===== src/rtl/int_pkg.sv =====
// Shared constants and width helpers for the multi-channel integrator cascade.
package int_pkg;

    localparam int unsigned WinDefault = 38;
    localparam int unsigned WgDefault  = 0;
    localparam int unsigned NstDefault = 3;
    localparam int unsigned NchDefault = 4;

    // Ceiling log2; clog2(1) = 0.
    function automatic int unsigned clog2(input int unsigned n);
        int unsigned r;
        r = 0;
        for (int i = 0; i < 32; i++) begin
            if ((64'd1 << i) < 64'(n)) begin
                r = i + 1;
            end
        end
        return r;
    endfunction

    // Channel tag width, at least one bit so a single-channel build still has a port.
    function automatic int unsigned ch_width(input int unsigned n);
        return (n <= 1) ? 1 : clog2(n);
    endfunction

    // Internal and output width after word growth.
    function automatic int unsigned out_width(input int unsigned win, input int unsigned wg);
        return win + wg;
    endfunction

endpackage


===== src/rtl/int_stage_mc.sv =====
// One integrator stage holding NCH per-channel accumulators on a TDM stream.
// Optional synchronous clear when INT_CASCADE_CLR_EN is defined.
module int_stage_mc
    import int_pkg::*;
#(
    parameter int unsigned Wout = 38,
    parameter int unsigned NCH  = 4,
    localparam int unsigned CW  = ch_width(NCH)
) (
    input  logic            clk,
    input  logic            rst,
`ifdef INT_CASCADE_CLR_EN
    input  logic            clr,
`endif
    input  logic            val_i,
    input  logic [CW-1:0]   ch_i,
    input  logic [Wout-1:0] x_i,
    output logic            val_o,
    output logic [CW-1:0]   ch_o,
    output logic [Wout-1:0] y_o
);

    logic [Wout-1:0] acc_q [NCH];
    logic [Wout-1:0] acc_d [NCH];
    logic            upd;
    logic [Wout-1:0] sum;
    logic            val_q;
    logic [CW-1:0]   ch_q;
    logic [Wout-1:0] y_q;

    // Select the addressed accumulator and add; the result feeds both the
    // accumulator and the output register so the output includes this sample.
    always_comb begin
        acc_d = acc_q;
        sum   = '0;
        upd   = val_i && (32'(ch_i) < NCH);
`ifdef INT_CASCADE_CLR_EN
        if (clr) begin
            upd = 1'b0;
            for (int c = 0; c < NCH; c++) begin
                acc_d[c] = '0;
            end
        end
`endif
        for (int c = 0; c < NCH; c++) begin
            if (upd && (ch_i == CW'(c))) begin
                acc_d[c] = acc_q[c] + x_i;
                sum      = acc_d[c];
            end
        end
    end

    // Accumulator bank.
    always_ff @(posedge clk or negedge rst) begin
        if (!rst) begin
            for (int c = 0; c < NCH; c++) begin
                acc_q[c] <= '0;
            end
        end else begin
            acc_q <= acc_d;
        end
    end

    // Output register: valid follows the update, data and tag hold across bubbles.
    always_ff @(posedge clk or negedge rst) begin
        if (!rst) begin
            val_q <= 1'b0;
            ch_q  <= '0;
            y_q   <= '0;
        end else begin
            val_q <= upd;
            if (upd) begin
                ch_q <= ch_i;
                y_q  <= sum;
            end
        end
    end

    assign val_o = val_q;
    assign ch_o  = ch_q;
    assign y_o   = y_q;

endmodule


===== src/rtl/int_cascade_mc.sv =====
// Cascade of NST multi-channel integrator stages for the CIC decimator.
// Define INT_CASCADE_CLR_EN to add a synchronous clear input.
module int_cascade_mc
    import int_pkg::*;
#(
    parameter int unsigned Win  = WinDefault,
    parameter int unsigned Wg   = WgDefault,
    parameter int unsigned NST  = NstDefault,
    parameter int unsigned NCH  = NchDefault,
    localparam int unsigned Wout = out_width(Win, Wg),
    localparam int unsigned CW   = ch_width(NCH)
) (
    input  logic                   clk,
    input  logic                   rst,
`ifdef INT_CASCADE_CLR_EN
    input  logic                   clr,
`endif
    input  logic                   val_in,
    input  logic [CW-1:0]          ch_in,
    input  logic signed [Win-1:0]  data_in,
    output logic                   val_out,
    output logic [CW-1:0]          ch_out,
    output logic signed [Wout-1:0] data_out
);

    // Index 0 is the block input, index k the registered output of stage k.
    logic [NST:0]           stg_val;
    logic [NST:0][CW-1:0]   stg_ch;
    logic [NST:0][Wout-1:0] stg_y;

    assign stg_val[0] = val_in;
    assign stg_ch[0]  = ch_in;
    assign stg_y[0]   = Wout'(data_in);

    for (genvar k = 0; k < NST; k++) begin : g_stage
        int_stage_mc #(
            .Wout (Wout),
            .NCH  (NCH)
        ) u_stage (
            .clk   (clk),
            .rst   (rst),
`ifdef INT_CASCADE_CLR_EN
            .clr   (clr),
`endif
            .val_i (stg_val[k]),
            .ch_i  (stg_ch[k]),
            .x_i   (stg_y[k]),
            .val_o (stg_val[k+1]),
            .ch_o  (stg_ch[k+1]),
            .y_o   (stg_y[k+1])
        );
    end

    assign val_out  = stg_val[NST];
    assign ch_out   = stg_ch[NST];
    assign data_out = stg_y[NST];

endmodule

===== config.mk =====
export PLATFORM = sky130hd
export DESIGN_NAME = int_cascade_mc
export DESIGN_NICKNAME = d
export VERILOG_FILES = /design/src/rtl/int_pkg.sv /design/src/rtl/int_stage_mc.sv /design/src/rtl/int_cascade_mc.sv
export SDC_FILE = /design/constraint.sdc
export NUM_CORES = 2
export LEC_CHECK = 0
export BUFFER_PORTS_ARGS = -buffer_cell sky130_fd_sc_hd__buf_4
export CORE_UTILIZATION = 63
export DETAILED_ROUTE_END_ITERATION = 6
export GPL_TIMING_DRIVEN = 0
export HOLD_SLACK_MARGIN = 0.05
export PLACE_DENSITY = 0.8
export SYNTH_ARGS = -nofsm -noshare
export SYNTH_HDL_FRONTEND = slang
export SYNTH_SLANG_ARGS = --single-unit

===== constraint.sdc =====
create_clock -name clk -period 3.9 [get_ports clk]
set_input_delay 0.195 -clock clk [delete_from_list [all_inputs] [get_ports clk]]
set_output_delay 0.195 -clock clk [all_outputs]
set_load 0.02 [all_outputs]

==> results.sh <==
export IMPL_status="complete, but fails checks"
export IMPL_violations="design-rule violations"
export IMPL_placed_cell_area_sq_um=47300
export IMPL_setup_viol_count_final=0
export IMPL_critPathSlowestCell="dfrtp_1"
export IMPL_drc=1
export IMPL_clock_latency_ns=0.63
export IMPL_dp_final_hpwl_microns=118000
export IMPL_drtPass1Iterations=7
export IMPL_core_sq_um=70600
export IMPL_num_fill_cells=5689
export IMPL_drt_iter0_markers=3473
export IMPL_grt_pass1_vias=41600
export IMPL_period_share=0.994
export IMPL_rsz0062_at_grt="true"
export IMPL_multi_input_area_sq_um=30200
export IMPL_synth_edf_count=0
export IMPL_drv_cap=0
export IMPL_hold_viol=0
export IMPL_vias_per_cell=6.46
export IMPL_syn2layout_area_growth_pct=11.5
export IMPL_grt_remaining_overflow=0
export IMPL_finalMaxSlewViolations=0
export IMPL_cp_end_kind="flop"
export IMPL_cts_root_buf="clkbuf_16"
export IMPL_grt_first_pass_wirelength_microns=229000
export IMPL_cts_buffer_depth=3
export IMPL_period_minus_slack_ns=3.88
export IMPL_numCtsBuffers=69
export IMPL_clock_fmax_ghz=0.258
export IMPL_crit_required_ns=4.41
export IMPL_yosys_warnings=0
export IMPL_dieArea_sq_um=73000
export IMPL_die_y_microns=270
export IMPL_tns_ns=0
export IMPL_tightest_slew_ns=1.41
export IMPL_antenna_left=0
export IMPL_initial_core_util=0.641
export IMPL_wl_microns=150000
export IMPL_nets=6032
export IMPL_drive_above_1_share=0.0849
export IMPL_num_rows=97
export IMPL_worst_ep_arrival_time_ns=4.39
export IMPL_wl_per_cell_microns=23.0
export IMPL_cp_cell_sequence="ha_1 -> clkbuf_1 -> and3_1 -> a221oi_1 -> o21ai_0 -> a41oi_4 -> o21ai_0 -> a31oi_1 -> o21ai_2 -> a31oi_1 -> xnor2_1 -> mux2i_1 -> a221o_1"
export IMPL_syn_cell_area_sq_um=45300
export IMPL_ys_seq_area_frac=0.320
export IMPL_path_class="reg2reg"
export IMPL_synth_seq_cells=579
export IMPL_hold_path_class="in2async"
export IMPL_syn_avg_cell_area_sq_um=8.48
export IMPL_vias=42100
export IMPL_crit_buf_inv=1
export IMPL_antenna_found_initial=0
export IMPL_seq_area_sq_um=14500
export IMPL_synth_flop_cell="dfrtp_1"
export IMPL_synth_distinct_cells=95
export IMPL_gr_usage_all_layers=0.406
export IMPL_io_pins=84
export IMPL_crit_family="compound AO/OA/AOI/OAI gates"
export IMPL_final_area_sq_um=50500
export IMPL_syn_inst=5342
export IMPL_place_congestion=1.01
export IMPL_cts_clk_slew_worst_paths_ns=0.06
export IMPL_cp_start_kind="flop"
export IMPL_yosysTopAreaCellShare=0.320
export IMPL_diodes=0
export IMPL_grt_start_max_net_pins=116
export IMPL_synthArstFlopShare=1.00
export IMPL_synth_net_count=5841
export IMPL_worst_path_max_fanout=7
export IMPL_die_w_microns=270
export IMPL_port_buffer_count=81
export IMPL_cts_tree="yes"
export IMPL_clock_skew_ns=0.0217
export IMPL_slowest_delay_ns=0.50
export IMPL_yosysTopAreaCell="dfrtp_1"
export IMPL_ys_top_cells_by_area="dfrtp_1, ha_1, nand2_1, a21o_1, xnor2_1"
export IMPL_h_tree_depth=3
export IMPL_max_slew_margin_rel=0.0598
export IMPL_clock_sinks=579
==> routing by layer <==
layer / GRT usage / part of all wire
met5: 0 / 0
met4: 0.337 / 0.096
met3: 0.0457 / 0.059
met2: 0.690 / 0.47
met1: 0.459 / 0.37
==> cells in the mapped netlist, types with 12 or more instances <==
library cell and number:
nor2_1 289, nand4_1 62, xor2_1 177, a211o_1 14, mux2_2 64, o211ai_1 36
mux2i_1 14, a21oi_1 444, a21boi_0 16, o21bai_1 57, o21a_1 47, and3_1 49
a21o_1 307, nor2b_1 52, clkbuf_1 184, o21ai_0 452, a22oi_1 13, or3_1 21
a211oi_1 38, nand3_1 85, buf_1 13, a221oi_1 16, a221o_1 13, o31ai_1 19
nand2_1 992, o21ai_1 24, ha_1 444, fa_1 12, o22ai_1 18, o221ai_1 14
xnor2_1 259, a41oi_1 13, dfrtp_1 579, inv_1 117, nand2b_1 51, mux4_2 33
nor3_1 53, a31oi_1 54, and4_1 12, and2_1 30
==> sequential cells by signal (all words and copies together) (netlist names) <==
register and cells:
g_stage.u_stage.val_o 3, g_stage.u_stage.y_o 114, g_stage.u_stage.acc_q 456, g_stage.u_stage.ch_o 6
==> worst reg2reg max path, cell delays in order (launching register included) <==
cell	delay, ns
dfrtp_1	0.50
ha_1	0.34
clkbuf_1	0.27
and3_1	0.32
a221oi_1	0.11
o21ai_0	0.32
a41oi_4	0.09
o21ai_0	0.35
a31oi_1	0.24
o21ai_2	0.37
a31oi_1	0.17
xnor2_1	0.25
mux2i_1	0.11
a221o_1	0.34
==> kinds of logic after synthesis <==
group,count (synthesis),synth area share
AOI/OAI and AO/OA,1711,0.240
xor gates and xnor gates,436,0.0843
adders and majority gates,456,0.128
buffers and inverters,322,0.0269
DFF,579,0.320
muxes,111,0.0354
and+or+nand+nor,1727,0.165
==> metrics by stage <==
step,utilization,setup WS (ns),cells,hold slack [ns]
after global placement,0.666,-3.96,6363,0.361
after CTS,0.707,0.0113,6496,0.105
after detailed placement,0.669,-0.522,6370,0.206
after global routing,0.715,-0.00503,6520,0.173
after floorplan,-,0.481,5342,-0.101
final,0.715,0.0222,6520,0.119
==> final cells by class <==
| cell class | count | share of cell area |
|---|---|---|
| inverter | 120 | 0.00892 |
| clock buffer | 98 | 0.0402 |
| sequential | 579 | 0.287 |
| buffer | 199 | 0.0150 |
| clock inverter | 20 | 0.00634 |
| timing repair buffer | 123 | 0.0211 |
| tap | 940 | 0.0233 |
| multi-input combinational | 4441 | 0.598 |
==> timing repair <==
action,CTS,global route
setup endpoints to repair,49,62
endpoints found under the hold margin,90,0
gates cloned,0,0
pin swaps,10,32
resized for setup,40,88
hold buffers,4,0
buffers inserted,5,26
==> final timing paths <==
path                                          startpoint                             to  slack (ns)  depth (start not counted)
max                           g_stage[0].u_stage.y_o[11]     g_stage[1].u_stage.y_o[37]        0.02                         13
max reg2reg                   g_stage[0].u_stage.y_o[11]     g_stage[1].u_stage.y_o[37]        0.02                         13
max in group asynchronous                            rst   g_stage[0].u_stage.acc_q[93]        1.77                          6
min reg2reg                g_stage[1].u_stage.acc_q[107]  g_stage[1].u_stage.acc_q[107]        0.48                          2
min                                                  rst   g_stage[2].u_stage.acc_q[41]        0.12                          2
min in group clk                             data_in[36]  g_stage[0].u_stage.acc_q[150]        0.12                          5
==> cell usage in the layout, fill, tap and decap left out, drive strengths merged, types with 12 or more instances in the layout <==
cell	count
a211o	14
a211oi	40
a21boi	20
a21o	307
a21oi	445
a221o	13
a221oi	18
a22oi	13
a31oi	55
a41oi	15
and2	30
and3	49
and4	12
buf	137
clkbuf	279
dfrtp	579
fa	12
ha	444
inv	119
mux2	64
mux2i	14
mux4	33
nand2	992
nand2b	51
nand3	85
nand4	62
nor2	290
nor2b	52
nor3	53
o211ai	38
o21a	47
o21ai	477
o21bai	57
o221ai	14
o22ai	18
o31ai	21
or3	21
xnor2	259
xor2	177
Power is not shown: default switching activity piles up to over one toggle a cycle in this logic, so the estimate is an artifact.
